[src/rtl/sysarr_operand_loader.sv]
`default_nettype none
// ============================================================================
// Module   : sysarr_operand_loader
// Purpose  : Feeds the 3x3 systolic matrix-multiply array. Packs a byte
//            stream (9 A elements, then 9 B elements, row-major) into 72-bit
//            operand words held in two ping-pong banks, and drives the
//            array's start / valid handshake from whichever bank is ready.
// Ports    : clk, rst_n              clock, async active-low reset
//            in_data/in_valid/in_last/in_ready   element stream (valid/ready)
//            A, B                    operand words, element (r,c) at
//                                    bits [ELEM_W*(3r+c) +: ELEM_W]
//            start / arr_valid       request to / result-valid from array
//            done                    1-cycle pulse, array result valid
//            busy                    bank full or issue in progress
//            err_len / err_tmo       1-cycle pulses: bad in_last / timeout
// Revision : 1.0 - initial release
// ============================================================================
module sysarr_operand_loader #(
  parameter int ELEM_W  = 8,
  parameter int TIMEOUT = 32
) (
  input  logic                clk,
  input  logic                rst_n,
  input  logic [ELEM_W-1:0]   in_data,
  input  logic                in_valid,
  input  logic                in_last,
  output logic                in_ready,
  output logic [9*ELEM_W-1:0] A,
  output logic [9*ELEM_W-1:0] B,
  output logic                start,
  input  logic                arr_valid,
  output logic                done,
  output logic                busy,
  output logic                err_len,
  output logic                err_tmo
);

  localparam int            OPW      = 9 * ELEM_W;
  localparam int            TW       = $clog2(TIMEOUT);
  localparam logic [TW-1:0] TMO_LAST = TW'(TIMEOUT - 1);
  localparam logic [4:0]    LAST_IDX = 5'd17;

  localparam logic [1:0] S_IDLE  = 2'd0;
  localparam logic [1:0] S_FIRE  = 2'd1;
  localparam logic [1:0] S_DRAIN = 2'd2;

  logic [OPW-1:0] r_bank_a [2];
  logic [OPW-1:0] r_bank_b [2];
  logic [1:0]     r_full;
  logic [1:0]     w_full_nxt;
  logic           r_wr_bank;
  logic           r_rd_bank;
  logic [4:0]     r_cnt;
  logic [TW-1:0]  r_tmo_cnt;
  logic [1:0]     r_state;
  logic [1:0]     w_state_nxt;

  logic w_xfer;
  logic w_last_ok;
  logic w_len_bad;
  logic w_issue;
  logic w_fire_ok;
  logic w_fire_tmo;
  logic w_release;

  // --------------------------------------------------------------------------
  // Load side
  // --------------------------------------------------------------------------
  assign in_ready  = ~r_full[r_wr_bank];
  assign w_xfer    = in_valid & in_ready;
  assign w_last_ok = w_xfer & in_last & (r_cnt == LAST_IDX);
  // Either in_last arrives early, or the 18th beat arrives without it.
  assign w_len_bad = w_xfer & (in_last ^ (r_cnt == LAST_IDX));

  always_ff @(posedge clk or negedge rst_n) begin
    if (!rst_n) begin
      r_cnt     <= 5'd0;
      r_wr_bank <= 1'b0;
      err_len   <= 1'b0;
    end else begin
      err_len <= w_len_bad;
      if (w_last_ok) begin
        r_cnt     <= 5'd0;
        r_wr_bank <= ~r_wr_bank;
      end else if (w_len_bad) begin
        // Partial bank is abandoned; its full flag was never set.
        r_cnt <= 5'd0;
      end else if (w_xfer) begin
        r_cnt <= r_cnt + 5'd1;
      end
    end
  end

  // Bank storage holds pure data; validity lives in r_full, so no reset.
  always_ff @(posedge clk) begin
    if (w_xfer) begin
      for (int i = 0; i < 9; i++) begin
        if (r_cnt == 5'(i))
          r_bank_a[r_wr_bank][i*ELEM_W +: ELEM_W] <= in_data;
        if (r_cnt == 5'(i + 9))
          r_bank_b[r_wr_bank][i*ELEM_W +: ELEM_W] <= in_data;
      end
    end
  end

  // Fill and release touch different banks, so both bit updates can land
  // in the same cycle.
  always_comb begin
    w_full_nxt = r_full;
    if (w_release) w_full_nxt[r_rd_bank] = 1'b0;
    if (w_last_ok) w_full_nxt[r_wr_bank] = 1'b1;
  end

  // --------------------------------------------------------------------------
  // Issue FSM
  // --------------------------------------------------------------------------
  always_ff @(posedge clk or negedge rst_n) begin
    if (!rst_n) r_state <= S_IDLE;
    else        r_state <= w_state_nxt;
  end

  always_comb begin
    w_state_nxt = r_state;
    case (r_state)
      S_IDLE:  if (r_full[r_rd_bank])                      w_state_nxt = S_FIRE;
      S_FIRE:  if (arr_valid || (r_tmo_cnt == TMO_LAST))   w_state_nxt = S_DRAIN;
      S_DRAIN: if (!arr_valid)                             w_state_nxt = S_IDLE;
      default:                                             w_state_nxt = S_IDLE;
    endcase
  end

  always_comb begin
    w_issue    = 1'b0;
    w_fire_ok  = 1'b0;
    w_fire_tmo = 1'b0;
    w_release  = 1'b0;
    case (r_state)
      S_IDLE:  w_issue = r_full[r_rd_bank];
      S_FIRE: begin
        w_fire_ok  = arr_valid;
        w_fire_tmo = ~arr_valid & (r_tmo_cnt == TMO_LAST);
      end
      // The array clears valid only after it has seen start low.
      S_DRAIN: w_release = ~arr_valid;
      default: ;
    endcase
  end

  always_ff @(posedge clk or negedge rst_n) begin
    if (!rst_n) begin
      A         <= '0;
      B         <= '0;
      start     <= 1'b0;
      done      <= 1'b0;
      err_tmo   <= 1'b0;
      r_tmo_cnt <= '0;
      r_full    <= 2'b00;
      r_rd_bank <= 1'b0;
    end else begin
      done    <= w_fire_ok;
      err_tmo <= w_fire_tmo;
      r_full  <= w_full_nxt;
      if (w_issue) begin
        A         <= r_bank_a[r_rd_bank];
        B         <= r_bank_b[r_rd_bank];
        start     <= 1'b1;
        r_tmo_cnt <= '0;
      end else if (w_fire_ok || w_fire_tmo) begin
        start <= 1'b0;
      end else if (r_state == S_FIRE) begin
        r_tmo_cnt <= r_tmo_cnt + TW'(1);
      end
      if (w_release) r_rd_bank <= ~r_rd_bank;
    end
  end

  assign busy = (|r_full) | (r_state != S_IDLE);

endmodule
`default_nettype wire

[config.mk]
export PLATFORM = sky130hd
export DESIGN_NAME = sysarr_operand_loader
export DESIGN_NICKNAME = d
export VERILOG_FILES = /design/src/rtl/sysarr_operand_loader.sv
export SDC_FILE = /design/constraint.sdc
export NUM_CORES = 1
export LEC_CHECK = 0
export CORE_MARGIN = 3
export CORE_UTILIZATION = 40
export CTS_BUF_LIST = sky130_fd_sc_hd__clkbuf_8
export DETAILED_ROUTE_END_ITERATION = 16
export PLACE_DENSITY = 0.67
export SLEW_MARGIN = 20
export SYNTH_ARGS = -nofsm -noshare
export SYNTH_HDL_FRONTEND = slang
export SYNTH_SLANG_ARGS = --single-unit
[constraint.sdc]
create_clock -name clk -period 5.15 [get_ports clk]
set_input_delay 0.7725 -clock clk [delete_from_list [all_inputs] [get_ports clk]]
set_output_delay 0.7725 -clock clk [all_outputs]
set_load 0.01 [all_outputs]
==> metrics.md, run 1 <==
| Metric | Value |
|---|---|
| Critical path type | flip-flop to output pin |
| Syn Nets | 925 |
| Worst clock skew | 0.0250 ns |
| CP delay by family, top | buffers and inverters |
| RSZ-0062 raised after global routing | false |
| Die width | 212 um |
| Min Tclk post-route | 3.51 ns |
| Most frequent cells in the layout | edfxtp_1, mux2_2, dfrtp_1, clkdlybuf4s50_1, clkbuf_8 |
| EDFF count, synth | 288 |
| Grt total ovfl | 0 |
| CTS tree | done |
| Clock Sinks | 452 |
| Synth Flop Type | edfxtp_1 |
| Nets | 1,131 |
| Dpl cells | 1,567 |
| Async set-reset flop share out of synthesis | 36.3% |
| Critical-path cell list | mux2i_1 -> clkdlybuf4s50_1 |
| Reg-to-Reg Start | r_wr_bank$_DFFE_PN0P_ |
| Crit path DAT | 2.73 ns |
| Synth-to-Final Area Change | 21.1% |
| Final Hold Fails | 0 |
| Period utilization | 68.1% |
| Initial DRC count | 646 |
| Fill cell count | 3,472 |
| CTS resizes | 0 |
| Worst min-delay path class | input port to async pin |
| Tightest Pin Transition | 1.06 ns |
| Final WS setup | 1.64 ns |
| Port buffer count | 162 |
| Crit path max fanout | 18 |
| Share of cells above drive strength 1 | 32.6% |
| CP peak stage delay | 0.72 ns |
| Most common cell after layout, fill and taps aside | edfxtp_1 |
| Synthesized flop and latch total | 452 |
| Worst path slowest cell | clkdlybuf4s50_1 |
| Status | complete, no violations |
| Fin. max-slew vios | 0 |
| Number of global-route vias before repair | 9,150 |
| Setup-failing EPs final | 0 |
| Critical path launch point type | flip-flop |
| First-pass GRT wire length | 55,100 um |
| Clock Path Buffers | 3 |
| Synthesized cell area | 0.0169 mm^2 |
| Cells after synthesis | 905 |
| Skew-Pair Late Insertion Delay | 0.60 ns |
| Largest net degree at the start of global routing | 115 |
| Ports | 163 |
| Routed vias | 8,459 |
| Cell row count | 74 |
| F_max | 285 MHz |
| Worst VDD drop | 186 uV |
| Dpl ws | 1.65 ns |
| Reg2Reg Depth | 3 |
| Initial Util | 41.0% |
| Final instance area | 0.0205 mm^2 |
| Wire per inst | 21.2 um |
| Root buf cell | clkbuf_8 |
| CP Data Required Time | 4.38 ns |
| Avg Cell Area, Syn | 18.7 um^2 |
| # hold bufs at CTS | 0 |
| Routability cong. | 0.799 |
| Die area | 0.0448 mm^2 |
| Postcts setup bufs | 0 |
| Post-DP HPWL | 21,600 um |
| Setup crit end kind | output pin |
| CTS H-tree depth | 3 |
| Worst r2r dst | r_bank_b[0][46]$_DFFE_PP_ |
| Core area | 0.0413 mm^2 |
| # DRC | 0 |
| Register area share after synthesis | 75.3% |
| Max-cap viol count | 0 |
| Initial antenna violation count | 0 |
| Setup TNS Final | 0 ns |
| Fin cells | 1,699 |
| WP buf/inv | 1 |
| Critical Path Start | r_wr_bank$_DFFE_PN0P_ |
| Die Y | 212 um |
| Max_slew headroom | 29.1% |
| Power per cell area | 357 mW/mm^2 |
| CTS Buf Count | 74 |
| GRT Resource Usage Total | 16.3% |
| Post-route ant nets | 0 |
| Yosys cell types | 43 |
| Leak Pwr | 0.00796 uW |
| R2R Setup Slk | 1.79 ns |
| Via density per instance | 4.98 |
| Area after DPL | 0.0191 mm^2 |
| Ant. Diodes | 0 |
| Syn. warnings | 0 |
| WL final | 36,000 um |
| 1st-pass router iterations | 5 |
| Clock slew at reported path FFs | 0.06 ns |
synth_stat cells, types with 2 or more instances:
cell type | n | area, um^2
ha_1 | 7 | 87.6
buf_2 | 17 | 85.1
buf_4 | 3 | 22.5
a21boi_0 | 2 | 15.0
a21oi_1 | 5 | 25.0
clkbuf_1 | 11 | 41.3
buf_1 | 11 | 41.3
or3b_2 | 2 | 17.5
and3_1 | 5 | 31.3
nor2_1 | 31 | 116
xnor2_1 | 3 | 26.3
nor3_1 | 9 | 45.0
nand3_1 | 8 | 40.0
mux2_2 | 258 | 2910
nand2_1 | 9 | 33.8
mux2i_1 | 2 | 20.0
inv_1 | 5 | 18.8
o21ai_0 | 3 | 15.0
nand3b_1 | 2 | 15.0
mux2_1 | 32 | 360
nor3b_1 | 3 | 22.5
dfrtp_1 | 164 | 4100
edfxtp_1 | 288 | 8650
nor2b_1 | 2 | 12.5
nor4bb_1 | 2 | 20.0
or3_1 | 3 | 18.8
nor4b_1 | 2 | 17.5
worst max-delay path by stage:
| stage | end | slack, ns | depth (start not counted) |
|---|---|---|---|
| 2_1_floorplan | r_bank_b[0][40]$_DFFE_PP_ | 2.63 | 4 |
| 3_5_place_dp | r_bank_b[0][46]$_DFFE_PP_ | 1.65 | 4 |
| 6_report | in_ready | 1.64 | 2 |
| 4_1_cts | in_ready | 1.60 | 2 |
| 3_3_place_gp | r_bank_b[0][46]$_DFFE_PP_ | 1.75 | 4 |
| 5_1_grt | in_ready | 1.44 | 2 |
report_power, final:
| part | total (uW) | leakage [uW] | switching (uW) | internal (uW) |
|---|---|---|---|---|
| clock | 2920 | 0.000808 | 1360 | 1560 |
| sequential | 4010 | 0.00488 | 55.1 | 3960 |
| combinational | 381 | 0.00228 | 224 | 157 |
per-stage QoR:
stage	hold slack, ns	total power, uW	utilization, %
after global routing	0.238	7630	49.7
after CTS	0.199	7420	49.6
after detailed placement	0.473	4470	46.3
after floorplan	0.477	4250	-
after global placement	0.470	4470	46.3
final	0.196	7310	49.7
cell type report:
cell class	count	area, um^2	share of cell area, %
clock buffer	78	1070	5.24
tap	532	666	3.25
timing repair buffer	172	1690	8.23
clock inverter	54	314	1.53
multi-input combinational	406	3990	19.5
sequential	452	12800	62.2
inverter	5	18.8	0.0915
sequential cells by signal (all words and copies together) (netlist names), 2 cells and up:
signal	flops
r_state	2
r_cnt	5
A	72
r_full	2
B	72
r_bank_b	144
r_tmo_cnt	5
r_bank_a	144
kinds of logic after synthesis:
group	share of synthesized area (%)
flip-flops	75.3
multiplexers	19.4
AND/OR/NAND/NOR	2.58
buffers and inverters	1.23
AO/OA/AOI/OAI	0.761
adder cells (fa/ha/maj)	0.517
XOR/XNOR	0.207
layer usage:
metal  share of wire (%)  global-route usage (%)
met1                  45                    22.3
met2                  48                    26.0
met3                 5.5                    4.00
met4                 1.6                    4.90
met5                   0                       0
(Power assumes the default switching activity.)
==> run 2: changes to the inputs <==
--- a/config.mk
+++ b/config.mk
@@ -9,7 +9,7 @@
 export CORE_UTILIZATION = 40
 export CTS_BUF_LIST = sky130_fd_sc_hd__clkbuf_8
 export DETAILED_ROUTE_END_ITERATION = 16
-export PLACE_DENSITY = 0.67
+export PLACE_DENSITY = 0.69
 export SLEW_MARGIN = 20
 export SYNTH_ARGS = -nofsm -noshare
 export SYNTH_HDL_FRONTEND = slang
==> constraint.sdc (replaced) <==
create_clock -name clk -period 3.2 [get_ports clk]
set_input_delay 0.48 -clock clk [delete_from_list [all_inputs] [get_ports clk]]
set_output_delay 0.48 -clock clk [all_outputs]
set_load 0.01 [all_outputs]
==> metrics.md, run 2 (synthesis gave the netlist of run 1 again) <==
| Metric | Value |
|---|---|
| Fin cells | 1,716 |
| Initial antenna violation count | 0 |
| Min Tclk post-route | 2.68 ns |
| Worst clock skew | 0.0268 ns |
| Worst r2r dst | r_bank_a[0][35]$_DFFE_PP_ |
| Die area | 0.0448 mm^2 |
| Wire per inst | 20.6 um |
| Crit path max fanout | 12 |
| Post-route ant nets | 0 |
| Reg2Reg Depth | 4 |
| Status | complete, no violations |
| Die Y | 212 um |
| Synth-to-Final Area Change | 22.4% |
| Cell row count | 74 |
| Critical path type | flip-flop to output pin |
| Postcts setup bufs | 0 |
| Post-DP HPWL | 21,400 um |
| Dpl cells | 1,581 |
| FF+latch area | 0.0128 mm^2 |
| Clock slew at reported path FFs | 0.06 ns |
| CTS H-tree depth | 3 |
| F_max | 373 MHz |
| Fill cell count | 3,413 |
| Total power draw | 12,000 uW |
| Area occupied by multi-input gates | 0.00398 mm^2 |
| Setup-failing EPs final | 0 |
| Tightest Pin Transition | 0.869 ns |
| Nets | 1,146 |
| Crit path DAT | 2.20 ns |
| GRT Resource Usage Total | 16.2% |
| # hold bufs at CTS | 1 |
| Ant. Diodes | 0 |
| Ports | 163 |
| RSZ-0062 raised after global routing | false |
| CTS tree | done |
| Most common cell after layout, fill and taps aside | edfxtp_1 |
| Initial DRC count | 543 |
| 1st-pass router iterations | 4 |
| Setup crit end kind | output pin |
| Skew-Pair Late Insertion Delay | 0.61 ns |
| Routed vias | 8,557 |
| # DRC | 0 |
| Power per cell area | 578 mW/mm^2 |
| WL final | 35,400 um |
| Initial Util | 41.0% |
| Core area | 0.0413 mm^2 |
| Max_slew headroom | 42.1% |
| CTS Buf Count | 74 |
| Most frequent cells in the layout | edfxtp_1, mux2_2, dfrtp_1, clkdlybuf4s50_1, clkbuf_8 |
| Die width | 212 um |
| Worst VDD drop | 312 uV |
| Period utilization | 83.8% |
| Worst min-delay path class | input port to async pin |
| Setup TNS Final | 0 ns |
| Reg-to-Reg Start | r_wr_bank$_DFFE_PN0P_ |
| Routability cong. | 0.760 |
| Share of cells above drive strength 1 | 33.3% |
| Via density per instance | 4.99 |
| Number of global-route vias before repair | 9,195 |
| Final Hold Fails | 0 |
| Largest regs | r_bank_a (144), r_bank_b (144) |
| Max-cap viol count | 0 |
| Root buf cell | clkbuf_8 |
| Clock Sinks | 452 |
| First-pass GRT wire length | 55,000 um |
| Clock Path Buffers | 3 |
| Port buffer count | 162 |
| Leak Pwr | 0.00810 uW |
| Largest net degree at the start of global routing | 148 |
| CTS resizes | 0 |
| R2R Setup Slk | 0.77 ns |
| Fin. max-slew vios | 0 |
| CP Data Required Time | 2.72 ns |
| Critical path launch point type | flip-flop |
| Grt total ovfl | 0 |
-- run 2: cell types whose count changed in the layout (fill, tap and decap cells not counted), sizes merged, moves of 3 or more --
| cell | delta |
|---|---|
| clkinv | -7 |
| buf | +11 |
| clkbuf | +6 |
| clkdlybuf4s50 | +3 |
| inv | +3 |
-- run 2: layout make-up --
cell class	count	share of cell area, %
Multi-Input combinational cell	406	19.2
Sequential cell	452	61.5
Clock buffer	84	5.58
Inverter	5	0.0905
Timing Repair Buffer	187	8.89
Clock inverter	50	1.53
Tap cell	532	3.21
-- run 2: per-layer routing --
metal	share of wire, %	global-route usage, %	vias up
met5	0	0	-
met4	1.9	5.20	0
met3	5.0	3.79	50
met2	48	25.6	230
met1	46	22.3	4398
li1	-	-	3879
-- run 2: worst max-delay path by stage --
stage / from / end / slack (ns) / cells past startpoint
after floorplan: r_cnt[1]$_DFFE_PN0P_ / r_bank_b[0][64]$_DFFE_PP_ / 0.93 / 5
after global placement: in_valid / r_bank_a[1][14]$_DFFE_PP_ / 0.37 / 4
after detailed placement: in_valid / r_bank_a[0][44]$_DFFE_PP_ / 0.31 / 4
after CTS: r_wr_bank$_DFFE_PN0P_ / in_ready / 0.46 / 3
after global routing: r_wr_bank$_DFFE_PN0P_ / in_ready / 0.39 / 3
final: r_wr_bank$_DFFE_PN0P_ / in_ready / 0.52 / 3
-- run 2: report_power, final --
part / leakage, uW / total, uW / switching, uW / internal [uW]
Sequential: 0.00488 / 6440 / 74.6 / 6370
Clock: 0.000871 / 4920 / 2190 / 2730
Combinational: 0.00236 / 630 / 367 / 263
Total: 0.00810 / 12000 / 2630 / 9360
-- run 2: critical path, stage by stage (launching register included) --
cell and delay (ns):
dfrtp_1 0.60, mux2i_1 0.23, buf_4 0.18, clkdlybuf4s50_1 0.60
-- run 2: through the flow --
step           setup slack, ns  area [um^2]  util (%)  hold WS (ns)
2_1_floorplan            0.929        16900         -         0.184
3_3_place_gp             0.369        19300      46.6         0.470
3_5_place_dp             0.310        19300      46.6         0.477
4_1_cts                  0.456        20700      50.2         0.399
5_1_grt                  0.385        20700      50.2         0.423
6_report                 0.519        20700      50.2         0.393
